==> src/rtl/secuenciador_instrucciones.sv <==
// Instruction sequencer: holds a short program and plays it out under valid/ready.
// Optional single-step mode (PASO input) is enabled by defining SECUENCIADOR_PASO_EN.
module secuenciador_instrucciones #(
   parameter int PROF = 32,
   parameter int AW   = 5,
   parameter int IW   = 20
) (
   input  logic          CLK,
   input  logic          RST_N,
`ifdef SECUENCIADOR_PASO_EN
   input  logic          PASO,
`endif
   input  logic          CARGA_WE,
   input  logic [AW-1:0] CARGA_DIR,
   input  logic [IW-1:0] CARGA_DATO,
   input  logic [AW:0]   LONGITUD,
   input  logic          BUCLE,
   input  logic          INICIO,
   input  logic          DETENER,
   output logic [IW-1:0] INSTRUCCION,
   output logic          VALIDO,
   input  logic          LISTO,
   output logic          OCUPADO,
   output logic          FIN,
   output logic [AW-1:0] PC
);

   localparam logic [1:0] ST_REPOSO = 2'd0;
   localparam logic [1:0] ST_LEER   = 2'd1;
   localparam logic [1:0] ST_EMITIR = 2'd2;
   localparam logic [1:0] ST_FIN    = 2'd3;

   localparam logic [AW:0] PROF_L = (AW+1)'(PROF);
   localparam logic [AW:0] UNO    = (AW+1)'(1);

   logic [IW-1:0] mem [PROF];

   logic [1:0]    state_r;
   logic [IW-1:0] instr_r;
   logic          valido_r;
   logic          ocupado_r;
   logic          fin_r;
   logic [AW-1:0] pc_r;
   logic [AW-1:0] pos_r;
   logic [AW:0]   long_r;
   logic          bucle_r;
   logic          stop_r;

   logic          ultimo_s;
   logic [AW-1:0] siguiente_s;
   logic [AW:0]   long_clamp_s;
   logic          paso_s;
   logic          terminar_s;

   assign INSTRUCCION = instr_r;
   assign VALIDO      = valido_r;
   assign OCUPADO     = ocupado_r;
   assign FIN         = fin_r;
   assign PC          = pc_r;

   // Next-address and termination decisions for the word currently held.
   always_comb begin
      ultimo_s     = ({1'b0, pos_r} == (long_r - UNO));
      terminar_s   = DETENER || stop_r || (ultimo_s && !bucle_r);
      long_clamp_s = LONGITUD;
      if (LONGITUD > PROF_L) begin
         long_clamp_s = PROF_L;
      end else begin
         long_clamp_s = LONGITUD;
      end
      if (ultimo_s) begin
         siguiente_s = {AW{1'b0}};
      end else begin
         siguiente_s = pos_r + AW'(1);
      end
`ifdef SECUENCIADOR_PASO_EN
      paso_s = PASO;
`else
      paso_s = 1'b1;
`endif
   end

   // Program store; writes only land while the sequencer is idle.
   always_ff @(posedge CLK) begin
      if (CARGA_WE && (state_r == ST_REPOSO)) begin
         mem[CARGA_DIR] <= CARGA_DATO;
      end
   end

   // Control FSM with registered outputs; the output word is the synchronous read register.
   always_ff @(posedge CLK or negedge RST_N) begin
      if (!RST_N) begin
         state_r   <= ST_REPOSO;
         instr_r   <= {IW{1'b0}};
         valido_r  <= 1'b0;
         ocupado_r <= 1'b0;
         fin_r     <= 1'b0;
         pc_r      <= {AW{1'b0}};
         pos_r     <= {AW{1'b0}};
         long_r    <= {(AW+1){1'b0}};
         bucle_r   <= 1'b0;
         stop_r    <= 1'b0;
      end else begin
         fin_r <= 1'b0;
         case (state_r)
            ST_REPOSO: begin
               if (INICIO) begin
                  if (LONGITUD == {(AW+1){1'b0}}) begin
                     state_r <= ST_FIN;
                     fin_r   <= 1'b1;
                  end else begin
                     state_r   <= ST_LEER;
                     long_r    <= long_clamp_s;
                     bucle_r   <= BUCLE;
                     pos_r     <= {AW{1'b0}};
                     pc_r      <= {AW{1'b0}};
                     ocupado_r <= 1'b1;
                     stop_r    <= 1'b0;
                  end
               end
            end
            ST_LEER: begin
               if (DETENER) begin
                  state_r   <= ST_FIN;
                  fin_r     <= 1'b1;
                  ocupado_r <= 1'b0;
                  pc_r      <= {AW{1'b0}};
               end else begin
                  state_r <= ST_EMITIR;
`ifdef SECUENCIADOR_PASO_EN
                  valido_r <= 1'b0;
`else
                  instr_r  <= mem[{AW{1'b0}}];
                  valido_r <= 1'b1;
                  pc_r     <= {AW{1'b0}};
`endif
               end
            end
            ST_EMITIR: begin
               if (valido_r) begin
                  if (LISTO) begin
                     if (terminar_s) begin
                        state_r   <= ST_FIN;
                        fin_r     <= 1'b1;
                        valido_r  <= 1'b0;
                        ocupado_r <= 1'b0;
                        pc_r      <= {AW{1'b0}};
                        stop_r    <= 1'b0;
                     end else begin
                        pos_r <= siguiente_s;
`ifdef SECUENCIADOR_PASO_EN
                        valido_r <= 1'b0;
                        pc_r     <= {AW{1'b0}};
`else
                        instr_r  <= mem[siguiente_s];
                        pc_r     <= siguiente_s;
`endif
                     end
                  end else if (DETENER) begin
                     stop_r <= 1'b1;
                  end else begin
                     stop_r <= stop_r;
                  end
               end else begin
                  // Waiting for a step pulse; a stop here ends without presenting a word.
                  if (DETENER || stop_r) begin
                     state_r   <= ST_FIN;
                     fin_r     <= 1'b1;
                     ocupado_r <= 1'b0;
                     pc_r      <= {AW{1'b0}};
                     stop_r    <= 1'b0;
                  end else if (paso_s) begin
                     instr_r  <= mem[pos_r];
                     pc_r     <= pos_r;
                     valido_r <= 1'b1;
                  end else begin
                     valido_r <= 1'b0;
                  end
               end
            end
            ST_FIN: begin
               state_r <= ST_REPOSO;
            end
            default: begin
               state_r   <= ST_REPOSO;
               valido_r  <= 1'b0;
               ocupado_r <= 1'b0;
               pc_r      <= {AW{1'b0}};
               stop_r    <= 1'b0;
            end
         endcase
      end
   end

endmodule

==> config.mk <==
export PLATFORM = sky130hd
export DESIGN_NAME = secuenciador_instrucciones
export DESIGN_NICKNAME = d
export VERILOG_FILES = /design/src/rtl/secuenciador_instrucciones.sv
export SDC_FILE = /design/constraint.sdc
export NUM_CORES = 1
export LEC_CHECK = 0
export BUFFER_PORTS_ARGS = -buffer_cell sky130_fd_sc_hd__buf_2
export CELL_PAD_IN_SITES_DETAIL_PLACEMENT = 0
export CELL_PAD_IN_SITES_GLOBAL_PLACEMENT = 1
export CORE_MARGIN = 10
export CORE_UTILIZATION = 39
export DETAILED_ROUTE_END_ITERATION = 8
export PLACE_DENSITY_LB_ADDON = 0.08
export SLEW_MARGIN = 20
export SYNTH_ARGS = -nofsm -noshare
export SYNTH_HDL_FRONTEND = slang
export SYNTH_SLANG_ARGS = --single-unit
==> constraint.sdc <==
create_clock -name CLK -period 4.2 [get_ports CLK]
set_clock_uncertainty 0.2 [all_clocks]
set_input_delay 0.42 -clock CLK [delete_from_list [all_inputs] [get_ports CLK]]
set_output_delay 0.42 -clock CLK [all_outputs]
set_load 0.005 [all_outputs]
## Word-level counts from Yosys, hierarchy flattened

Memories as Yosys holds them, arrays and structs flattened.
Index checks and enable logic that the tools add are counted.

| word-level totals | value |
|---|---|
| bits in registers | 43 |
| output and inout bits | 28 |
| memories | 1 |
| word-level logic and storage cells | 108 |
| bits in writable memories | 640 |
| input port bits | 38 |

| cells by class | value |
|---|---|
| bitwise gates (word level) | 1 |
| reduce and logical (&&, ||, !) cells | 18 |
| eq/ne operators | 18 |
| multiplexer cells | 57 |
| add/subtract/negate cells | 2 |
| magnitude comparators | 1 |

Memory list:

| name | words | bits a word | rd ports | clocked after memory_dff | wr ports | RTL line | source |
|---|---|---|---|---|---|---|---|
| mem | 32 | 20 | 3 | 0 | 1 | 36 | `logic [IW-1:0] mem [PROF];` |

Operators with widths:

| kind | number |
|---|---|
| 20-bit two-way mux | 5 |
| 5-bit two-way mux | 10 |
| 20-bit case mux with 2 select lines | 1 |
| 1-bit two-way mux | 27 |
| 3-bit != test (second input constant) | 5 |
| 5-bit case mux with 3 select lines | 1 |
| 2-bit != test (second input constant) | 7 |
| 2-bit two-way mux | 6 |
| 6-bit AND reduction | 2 |
| 5-bit case mux with 2 select lines | 1 |
| 4-bit != test (second input constant) | 2 |
| 2-bit case mux with 4 select lines | 1 |
| 4-bit AND reduction | 2 |
| 7-bit AND reduction | 1 |
| 5-bit by 6-bit == test with 1-bit output | 1 |
| 6-bit > comparator (second input constant) | 1 |
| 6-bit zero test | 1 |
| 6-bit two-way mux | 1 |
| 1-bit case mux with 3 select lines | 2 |
| 6-bit by 1-bit subtractor with 6-bit output (second input constant) | 1 |
| 5-bit by 1-bit adder with 5-bit output (second input constant) | 1 |
| 5-bit AND reduction | 1 |
| 2-bit == test (second input constant) | 2 |
| 1-bit case mux with 2 select lines | 2 |
| 10 further kinds | 13 |

## Logic depth before layout (Yosys ltp)

Gate-level depths: netlist of run 1.

| logic depth | value |
|---|---|
| depth in word-level cells | 8 |
| mapped depth | 13 |
| gate-level depth less buffers | 10 |

## Worst setup path before layout of run 1

No wires, ideal clock.

| timing | value |
|---|---|
| path kind | register to register |
| start point | register state_r[0] |
| end point | memory mem[12][0], enable pin |
| library setup time | 0.397 ns |
| arrival time | 2.346 ns |
| data required time | 3.603 ns |
| cell stages (with the launch flop) | 8 |
| slack | 1.258 ns |
| cell sequence | dfrtp_1 inv_1 ha_1 clkbuf_1 nand2_1 or3_1 clkbuf_1 nor2_1 |

| on the way | value |
|---|---|
| word-level cells in the longest chain between the ends | 4 |

Ends and longest elaborated chain:

| element | RTL line | source |
|---|---|---|
| start: declaration | 38 | `logic [1:0] state_r;` |
| start signal: assignment | 93 | `state_r <= ST_REPOSO;` |
| start signal: assignment | 109 | `state_r <= ST_FIN;` |
| start signal: assignment | 112 | `state_r <= ST_LEER;` |
| 2-bit zero test | 85 | `if (CARGA_WE && (state_r == ST_REPOSO)) begin` |
| 1-bit logical AND | 85 |  |
| 1-bit two-way mux | 85 |  |
| 1-bit two-way mux (implied by the code) | 86 | `mem[CARGA_DIR] <= CARGA_DATO;` |
| end: declaration | 36 |  |

Every way passes these cells.

## Final worst setup path of run 1

| timing | value |
|---|---|
| start point | register long_r[0] |
| end point | register instr_r[13], in the netlist INSTRUCCION[13] |

| on the way | value |
|---|---|
| word-level cells in the longest chain between the ends | 8 |
| elaborated cells on any way between the ends | 12 |
| classes of those cells | add/sub (1); eq/ne (2); mux (5); reduce/logical (3); memory (1) |

Ends and longest elaborated chain:

| element | RTL line | source |
|---|---|---|
| start: declaration | 45 | `logic [AW:0] long_r;` |
| start signal: assignment | 100 | `long_r <= {(AW+1){1'b0}};` |
| start signal: assignment | 113 | `long_r <= long_clamp_s;` |
| 6-bit by 1-bit subtractor with 6-bit output * | 63 | `ultimo_s = ({1'b0, pos_r} == (long_r - UNO));` |
| 5-bit by 6-bit == test with 1-bit output * | 63 |  |
| 5-bit two-way mux | 71 | `if (ultimo_s) begin` |
| memory 32 x 20 bit | - |  |
| 20-bit two-way mux | 142 | `if (terminar_s) begin` |
| 20-bit two-way mux | 141 | `if (LISTO) begin` |
| 20-bit two-way mux | 140 | `if (valido_r) begin` |
| 20-bit case mux with 2 select lines | 105 | `case (state_r)` |
| end signal: assignment | 133 | `instr_r <= mem[{AW{1'b0}}];` |
| end signal: assignment | 155 | `instr_r <= mem[siguiente_s];` |
| end signal: assignment | 173 | `instr_r <= mem[pos_r];` |
| end: declaration | 39 | `logic [IW-1:0] instr_r;` |

Every way passes the cells marked *; elsewhere a longest branch is shown, timed or not. The select of a mux whose other input is x is not followed.
A chain may end at the register's enable or synchronous reset.

==> metrics.yaml, run 1 <==
status:
  status: "finished clean"
die:
  die_w_um: 310
  die_h_um: 310
  die_area_um2: 96200
  initial_core_util_pct: 39.3
  row_count: 106
  core_area_um2: 83600
  pin_count: 66
logic_synthesis:
  synth_area_leaders: "edfxtp_1 (59%), mux4_2 (19%), dfrtp_1 (3.3%), mux2i_1 (2.7%), o21ai_0 (1.8%)"
  synthArstFlopShare_pct: 6.30
  synth_ff_type: "edfxtp_1"
  syn-cell-area_um2: 32800
  synth_nets: 2052
  syn_inst: 2007
  synth-seq-cells: 683
  synth_area_per_cell_um2: 16.4
  post-synth-top-area-cell: "edfxtp_1"
  synth-edff-count: 640
  synth_top_area_share_pct: 58.5
  yosysSeqAreaShare_pct: 61.8
  yosysWarningCount: 0
  netlist-cell-type-count: 82
place:
  io_buffer_count: 65
  dp_hpwl_um: 69500
  place_congestion: 0.826
power_and_ir_drop:
  irDropWorstVdd_uv: 632
  power.density_nw_per_um2: 601
  power.internal_mw: 14.9
  seqPwrFrac_pct: 34.9
  power_mw: 22.7
  power_frac_clock_pct: 29.3
  comb_power_share_pct: 35.8
  p_sw_share_pct: 34.7
  p_sw_mw: 7.89
  p_leak_nw: 11.8
setup_path:
  end_kind: "flip-flop"
  crit_type: "flip-flop to flip-flop"
  cp_max_fo: 29
  cp.required_ns: 4.47
  r2r_start: "long_r[0]"
  worstSetupStartpointType: "flip-flop"
  ff2ff_setup_slack_ns: 0.26
  worstPathArrival_ns: 4.21
  reg2regPathDepth: 11
  timing.rr.end: "INSTRUCCION[13]"
layout:
  drive_above_1_share_pct: 29.8
  final_nets: 2181
  syn_to_final_growth_pct: 15.3
clocking:
  root_buffer: "clkbuf_16"
  clk_path_buf_depth: 3
  clock_sinks: 683
  cts-resized-gates: 0
  cts_tree: "yes"
  htree_levels: 3
  clk_pin_slew_worst_paths_ns: 0.06
  cts_setup_buffers: 0
  numCtsBuffers: 79
  clock_latency_ns: 0.63
hold_path:
  hold_depth: 3
  whs_endpoint: "stop_r"
  hold_path.class: "primary input to flip-flop"
  hold_start: "LISTO"
route:
  final_antenna_net_count: 0
  drt-wirelength-per-cell_um: 34.6
  drc: 0
  via_per_inst: 6.35
  firstDrtPassIters: 6
  vias: 20831
  drt_iter0_markers: 1833
  wirelength_um: 113000
timing:
  max_slew_margin_pct: 31.7
  fin_setup_tns_ns: 0
  fmax_ghz: 0.254
  final_hold_viol_count: 0
  drv_slew: 0
  min_period_ns: 3.94
  rsz0062_at_grt: "no"
  worstMarginPinSlew_ns: 1.02
  final-setup-viol-count: 0
  period_share_pct: 93.9
global_route:
  grt_start_max_net_pins: 107
  grt_pass1_wl_um: 162000
  antenna_found_initial: 3
  grt_pass1_vias: 21325
  overflow: 0
  grt_usage_pct: 23.8
job:
  maxCapViolations: 0
## state kept, by name (all words and copies together) (netlist names)
name	flops
VALIDO	1
bucle_r	1
mem	640
PC	5
INSTRUCCION	20
long_r	6
stop_r	1
state_r	2
pos_r	5
FIN	1
OCUPADO	1
## metrics by stage
| stage | instances | worst slack [ns] | hold WS, ns | instance area, um^2 | utilization, % |
|---|---|---|---|---|---|
| after global routing | 3278 | 0.0780 | 0.0769 | 37800 | 45.3 |
| after global placement | 3119 | 0.413 | 0.270 | 35200 | 42.1 |
| final | 3280 | 0.256 | 0.0587 | 37800 | 45.3 |
| after CTS | 3278 | 0.345 | 0.0217 | 37800 | 45.3 |
| after floorplan | 2007 | 1.26 | -0.0756 | 32800 | - |
| after detailed placement | 3119 | 0.381 | 0.268 | 35200 | 42.1 |
## worst max path at each step
stage                     from         endpoint  slack, ns  cells past startpoint
detailed placement   long_r[0]  INSTRUCCION[13]       0.38                     12
finish               long_r[0]  INSTRUCCION[13]       0.26                     11
global route         long_r[0]              FIN       0.08                     11
floorplan           state_r[0]       mem[12][0]       1.26                      7
global placement     long_r[0]  INSTRUCCION[13]       0.41                     11
CTS                  long_r[0]  INSTRUCCION[13]       0.34                     12
## synthesized netlist by cell type (6+ instances only)
master,count
a221oi_1,10
a31oi_1,39
a21oi_1,68
o21ai_0,119
o211ai_1,10
inv_1,15
edfxtp_1,640
nor3_1,25
a22oi_1,40
and3_1,9
buf_6,6
o32ai_1,8
o21ai_1,6
a311oi_1,13
ha_1,7
mux4_2,271
o2bb2ai_1,6
nor4_1,8
clkbuf_1,62
a211oi_1,14
nand4_1,6
and2_1,6
xnor2_1,7
nor2b_1,6
o22ai_1,19
nand2b_1,7
buf_2,63
dfrtp_1,43
mux2_2,11
o41ai_1,8
buf_4,14
nor2_1,115
o31ai_1,6
nand2_1,101
mux2i_1,88
buf_1,16
nand3_1,23
## metal layers
metal	wire, um	share of wire, %	up-vias	global-route usage (%)
met3	9610	8.5	174	5.11
met1	46600	41	11061	32.3
met2	53800	47	965	37.9
met4	3340	2.9	6	7.63
met5	38	0.034	-	0
li1	-	-	8625	-
## cells by family after synthesis
group / count (synthesis) / synth area share [%]
buffers and inverters: 178 / 2.57
flip-flops: 683 / 61.8
multiplexers: 370 / 21.7
AND/OR/NAND/NOR: 330 / 4.66
AO/OA/AOI/OAI: 427 / 8.63
adder cells (fa/ha/maj): 7 / 0.267
XOR/XNOR: 12 / 0.389
## layout by cell type, fill, tap and decap left out, types with 11 or more instances in the layout
cell and instances:
a211oi_1 14, buf_2 65, nor2_4 28, nor2_1 82, nor3_1 25, buf_12 18
edfxtp_1 640, clkbuf_16 85, dlygate4sd3_1 16, inv_1 14, mux2_2 11, nand2_1 101
a22oi_1 40, mux2i_1 88, o21ai_0 117, clkinv_1 12, dfrtp_1 39, nand3_1 23
clkinv_2 14, a311oi_1 13, buf_4 110, a31oi_1 38, a21oi_1 67, mux4_2 271
o22ai_1 19, clkbuf_1 24
## worst max-delay path: stages, from the launching register on
cell	delay (ns)
dfrtp_1	0.44
inv_1	0.07
ha_1	0.28
xnor2_1	0.17
xnor2_1	0.33
a32o_1	0.52
nand2_4	0.35
buf_12	0.29
a22oi_1	0.19
o32ai_1	0.15
o21ai_0	0.58
a21oi_1	0.16
## cell type report
type / instances / area (um^2)
antenna: 2 / 5.00
clock buffer: 112 / 2260
clock inverter: 31 / 215
fill: 7277 / 45700
inverter: 17 / 70.1
multi-input combinational: 1146 / 12000
sequential: 683 / 20300
tap: 1080 / 1350
timing repair buffer: 209 / 1670
## repair_timing
item,CTS,global route
endpoints found under the hold margin,43,0
endpoints found under the setup margin,0,0
hold buffers,16,0
## power by group through the flow
stage / registers [mW] / clock network [mW] / logic [mW]
6_report: 7.94 / 6.66 / 8.15
5_1_grt: 7.96 / 7.09 / 8.67
4_1_cts: 7.94 / 6.81 / 8.13
3_5_place_dp: 8.08 / 0 / 8.08
3_3_place_gp: 8.08 / 0 / 8.10
2_1_floorplan: 7.93 / 0 / 5.15
No activity file was read; power rests on OpenSTA's default activity.
==> run 2: changes to the inputs <==
- CORE_ASPECT_RATIO: default -> 0.9
- SKIP_LAST_GASP: default -> 1
==> metrics.yaml, run 2 (synthesized netlist as in run 1, its figures left out) <==
route:
  wl_met1_um: 50100  # +7.5%
  wirelength_um: 113000  # -0.54%
  vias: 20812  # -0.091%
  final_antenna_net_count: 0  # unchanged
  top_layer_used: "met5"
  drt_iter0_markers: 2424  # +32%
  wl_met2_um: 50400  # -6.4%
  route.met3.wl_um: 9300  # -3.2%
  drt-wirelength-per-cell_um: 34.0  # -1.6%
  via_per_inst: 6.28  # -1.2%
  drc: 0  # unchanged
  firstDrtPassIters: 5  # -1
timing:
  min_period_ns: 3.90  # -0.0442 ns
  drv_slew: 0  # unchanged
  final-setup-viol-count: 0  # unchanged
  period_share_pct: 92.9  # -1.1 points
  fmax_ghz: 0.256  # +1.1%
  worstMarginPinSlew_ns: 1.03  # +0.00886 ns
  final_hold_viol_count: 0  # unchanged
  fin_setup_tns_ns: 0  # unchanged
  rsz0062_at_grt: "no"
  max_slew_margin_pct: 31.1  # -0.59 points
place:
  dp_hpwl_um: 70500  # +1.5%
  place_area_um2: 35100  # -0.36%
  place_congestion: 0.837  # +1.4%
  io_buffer_count: 65  # unchanged
setup_path:
  cp.required_ns: 4.47  # about the same
  end_kind: "flip-flop"
  crit_type: "flip-flop to flip-flop"
  r2r_start: "pos_r[1]"
  crit_start: "pos_r[1]"
  reg2regPathDepth: 6  # -5
  worstPathArrival_ns: 4.17  # -0.04 ns
  worstSetupStartpointType: "flip-flop"
  cp_max_fo: 48  # +66%
layout:
  drive_above_1_share_pct: 29.7  # -0.15 points
  largest-register: "mem"
  final_nets: 2177  # -0.18%
  syn_to_final_growth_pct: 14.8
  layout_commonest_cell: "edfxtp_1"
  fillCellCount: 7261  # -0.22%
  largest_reg_flops: 640  # unchanged
  final_cell_mix: "edfxtp_1 (640), mux4_2 (271), o21ai_0 (117), buf_4 (110), nand2_1 (101)"
  stdcell_area_um2: 37700  # -0.40%
global_route:
  grt_usage_pct: 23.1  # -0.67 points
  grt_pass1_vias: 20932  # -1.8%
  overflow: 0  # unchanged
  antenna_found_initial: 3  # unchanged
  grt_start_max_net_pins: 96  # -10%
  grt_pass1_wl_um: 160000  # -1.6%
power_and_ir_drop:
  p_leak_nw: 11.8  # -0.56%
  irDropWorstVdd_uv: 308  # -51%
  power.density_nw_per_um2: 602  # +0.15%
  power_mw: 22.7  # -0.26%
clocking:
  numCtsBuffers: 76  # -3.8%
  cts_setup_buffers: 0  # unchanged
  clk_pin_slew_worst_paths_ns: 0.07  # about the same
  cts_tree: "yes"
  clk_path_buf_depth: 3  # unchanged
  root_buffer: "clkbuf_16"
  clock_sinks: 683  # unchanged
  clock_latency_ns: 0.63  # about the same
  htree_levels: 3  # unchanged
die:
  die_area_um2: 96200  # about the same
  initial_core_util_pct: 39.5  # +0.22 points
  row_count: 100  # -5.7%
  core_area_um2: 83100  # -0.57%
  die_h_um: 295  # -4.8%
  pin_count: 66  # unchanged
  die_w_um: 326  # +5.1%
job:
  maxCapViolations: 0  # unchanged
hold_path:
  hold_start: "CARGA_DATO[19]"
  hold_depth: 1  # -2
  hold_path.class: "primary input to flip-flop"
status:
  status: "finished clean"
==> run 2: worst paths after layout <==
kind	slack [ns]	end
hold / removal	0.12	mem[4][19]
hold reg to reg	0.30	PC[2]
setup reg to reg	0.30	INSTRUCCION[16]
setup / recovery	0.30	INSTRUCCION[16]
max in group asynchronous	2.54	INSTRUCCION[3]
min in group asynchronous	0.34	long_r[2]
==> run 2: layout make-up <==
type	count	area, um^2	area share (%)
Sequential cell	683	20300	53.9
Multi-Input combinational cell	1146	11800	31.4
Clock buffer	99	2060	5.47
Timing Repair Buffer	208	1640	4.36
Tap cell	1122	1400	3.72
Clock inverter	39	377	0.999
Inverter	17	70.1	0.186
Antenna cell	2	5.00	0.0133
==> run 2: repair_timing <==
action / 4_1_cts / 5_1_grt
hold buffers: 17 / 0
gates resized for setup: 0 / 0
endpoints found under the hold margin: 40 / 0
==> run 2: per-stage QoR <==
step                      setup slack [ns]  util (%)  hold WS, ns  cells
after floorplan                       1.26         -      -0.0756   2007
after global placement               0.364      42.2        0.300   3159
after detailed placement             0.326      42.2        0.297   3159
after CTS                            0.323      45.4       0.0917   3314
after global routing                 0.138      45.4        0.140   3314
final                                0.300      45.4        0.118   3316
==> run 2: power breakdown <==
part | total [mW] | switching, mW | internal [mW]
Sequential | 7.96 | 0.290 | 7.67
Combinational | 8.12 | 4.79 | 3.34
Clock | 6.60 | 2.76 | 3.84
==> run 2: per-layer routing <==
metal	track usage, %	vias to the layer above
li1	-	8618
met1	33.4	11085
met5	0	-
met4	6.43	2
met2	34.9	935
met3	4.99	172
==> run 2: critical path, stage by stage (launching register included) <==
cell and delay (ns):
dfrtp_4 0.65, buf_4 0.72, mux4_2 0.42, mux4_2 0.53
a221o_1 0.37, nor3_1 0.64, a21oi_1 0.14
==> run 3: changes to the inputs <==
- PLACE_DENSITY_LB_ADDON: 0.08 -> 0.1
==> metrics.yaml, run 3 (synthesized netlist as in run 1, its figures left out) <==
power_and_ir_drop:
  p_leak_nw: 11.8  # about the same
  power.density_nw_per_um2: 604  # +0.39%
  irDropWorstVdd_uv: 547  # +78%
  p_sw_share_pct: 34.5  # -0.081 points
  seqPwrFrac_pct: 34.8  # -0.3 points
  p_sw_mw: 7.85  # +0.20%
  comb_power_share_pct: 35.2  # -0.6 points
  power_frac_clock_pct: 30.0  # +0.9 points
  power.internal_mw: 14.9  # +0.56%
timing:
  worst_slack_ns: 0.0789  # -0.221 ns
  rsz0062_at_grt: "no"
  max_slew_margin_pct: 25.2  # -6.0 points
  fin_setup_tns_ns: 0  # unchanged
  final-setup-viol-count: 0  # unchanged
  min_period_ns: 4.12  # +0.221 ns
  fmax_ghz: 0.243  # -5.4%
  final_hold_viol_count: 0  # unchanged
  drv_slew: 0  # unchanged
  holdWs_ns: 0.120  # +0.00217 ns
  worstMarginPinSlew_ns: 1.12  # +0.0873 ns
  period_share_pct: 98.1  # +5.3 points
setup_path:
  r2r_start: "pos_r[3]"
  cp.required_ns: 4.55  # +0.08 ns
  worstSetupStartpointType: "flip-flop"
  reg2regPathDepth: 9  # +3
  timing.rr.end: "INSTRUCCION[15]"
  crit_type: "flip-flop to flip-flop"
  end_kind: "flip-flop"
  ff2ff_setup_slack_ns: 0.08  # -0.22 ns
  cp_max_fo: 18  # -63%
  worstPathArrival_ns: 4.47  # +0.30 ns
global_route:
  use_met2_pct: 35.1  # +0.23 points
  grt_pass1_vias: 20844  # -0.42%
  grt_pass1_wl_um: 161000  # +0.74%
  top_usage_layer: "met2"
  gr-usage-met3_pct: 6.57  # +1.6 points
  overflow: 0  # unchanged
  grtUsageMet1_pct: 33.1  # -0.30 points
  grt_start_max_net_pins: 105  # +9.4%
  antenna_found_initial: 4  # +1
  grt_usage_pct: 23.3  # +0.21 points
route:
  via_per_inst: 6.30  # +0.35%
  drt-wirelength-per-cell_um: 34.2  # +0.46%
  firstDrtPassIters: 6  # +1
  vias: 20834  # +0.11%
  final_antenna_net_count: 0  # unchanged
  wirelength_um: 113000  # +0.22%
  drt_iter0_markers: 2440  # +0.66%
  drc: 0  # unchanged
die:
  die_w_um: 326  # unchanged
  pin_count: 66  # unchanged
  die_area_um2: 96200  # unchanged
  initial_core_util_pct: 39.5  # unchanged
  core_area_um2: 83100  # unchanged
  die_h_um: 295  # unchanged
  row_count: 100  # unchanged
layout:
  final_cell_mix: "edfxtp_1 (640), mux4_2 (271), o21ai_0 (117), nand2_1 (101), buf_4 (101)"
  drive_above_1_share_pct: 29.9  # +0.23 points
  syn_to_final_growth_pct: 14.9  # about the same
  final_nets: 2167  # -0.46%
  largest-register: "mem"
  largest_reg_flops: 640  # unchanged
  layout_commonest_cell: "edfxtp_1"
  fillCellCount: 7243  # -0.25%
clocking:
  cts_tree: "yes"
  clock_latency_ns: 0.63  # about the same
  clk_path_buf_depth: 3  # unchanged
  clk_pin_slew_worst_paths_ns: 0.06  # about the same
  root_buffer: "clkbuf_16"
  htree_levels: 3  # unchanged
  numCtsBuffers: 77  # +1.3%
  clock_sinks: 683  # unchanged
place:
  place_congestion: 0.809  # -3.3%
  place_ws_ns: 0.0558  # -0.270 ns
  dp_hpwl_um: 67900  # -3.7%
  io_buffer_count: 65  # unchanged
job:
  maxCapViolations: 0  # unchanged
hold_path:
  hold_depth: 1  # unchanged
  hold_start: "CARGA_DATO[8]"
  whs_endpoint: "mem[29][8]"
  hold_path.class: "primary input to flip-flop"
status:
  status: "finished clean"
## run 3: cell types whose count changed in the layout (fill, tap and decap cells not counted), sizes merged
| cell | delta |
|---|---|
| buf | -10 |
| bufinv | +2 |
| clkbuf | -6 |
| clkinv | +7 |
| clkinvlp | +1 |
| diode | -1 |
| dlygate4sd3 | -1 |
## run 3: worst max path at each step
| stage | start | endpoint | slack [ns] | cells after the start |
|---|---|---|---|---|
| after CTS | long_r[0] | INSTRUCCION[6] | 0.02 | 11 |
| final | pos_r[3] | INSTRUCCION[15] | 0.08 | 9 |
| after global placement | long_r[0] | INSTRUCCION[6] | 0.07 | 11 |
| after detailed placement | long_r[0] | INSTRUCCION[6] | 0.06 | 11 |
| after floorplan | state_r[0] | mem[12][0] | 1.26 | 7 |
| after global routing | pos_r[3] | INSTRUCCION[15] | 0.01 | 9 |
## run 3: what timing repair did
action                                 in CTS  in global routing
setup endpoints to repair                   0                  4
resized for setup                           0                  2
hold buffers                               16                  0
endpoints found under the hold margin      36                  0
setup buffers                               0                  0
## run 3: metrics by stage
| step | total power, mW | cell area (um^2) | cells | util, % |
|---|---|---|---|---|
| CTS | 22.9 | 37700 | 3307 | 45.4 |
| global placement | 16.0 | 35000 | 3149 | 42.1 |
| floorplan | 13.1 | 32800 | 2007 | - |
| finish | 22.8 | 37700 | 3308 | 45.4 |
| global route | 23.7 | 37700 | 3307 | 45.4 |
| detailed placement | 16.0 | 35000 | 3149 | 42.1 |
## run 3: layout make-up
type,instances,area [um^2],area share [%]
multi-input combinational,1146,11800,31.4
timing repair buffer,197,1540,4.09
clock inverter,49,479,1.27
inverter,17,70.1,0.186
tap,1122,1400,3.72
clock buffer,93,2060,5.46
antenna,1,2.50,0.00664
sequential,683,20300,53.8
## run 3: layer usage
layer | vias up | part of all wire (%)
met4 | 6 | 2.5
met3 | 190 | 11
met5 | - | 0.033
li1 | 8602 | -
met1 | 10947 | 42
met2 | 1089 | 45
## run 3: power groups by stage
| stage | sequential [mW] | combinational [mW] | clock, mW |
|---|---|---|---|
| floorplan | 7.93 | 5.15 | 0 |
| global placement | 8.07 | 7.95 | 0 |
| detailed placement | 8.07 | 7.96 | 0 |
| CTS | 7.93 | 8.01 | 6.95 |
| global route | 7.95 | 8.55 | 7.23 |
| finish | 7.93 | 8.03 | 6.82 |
## run 3: worst max-delay path, cell delays in order (launching register included)
cell and delay, ns:
dfrtp_2 0.42, buf_4 0.41, nand3_1 0.22, xor2_1 0.22, nor2b_1 0.62, o21ai_2 0.41
buf_4 0.33, o41ai_1 0.87, nor3_1 0.16, a21oi_1 0.17
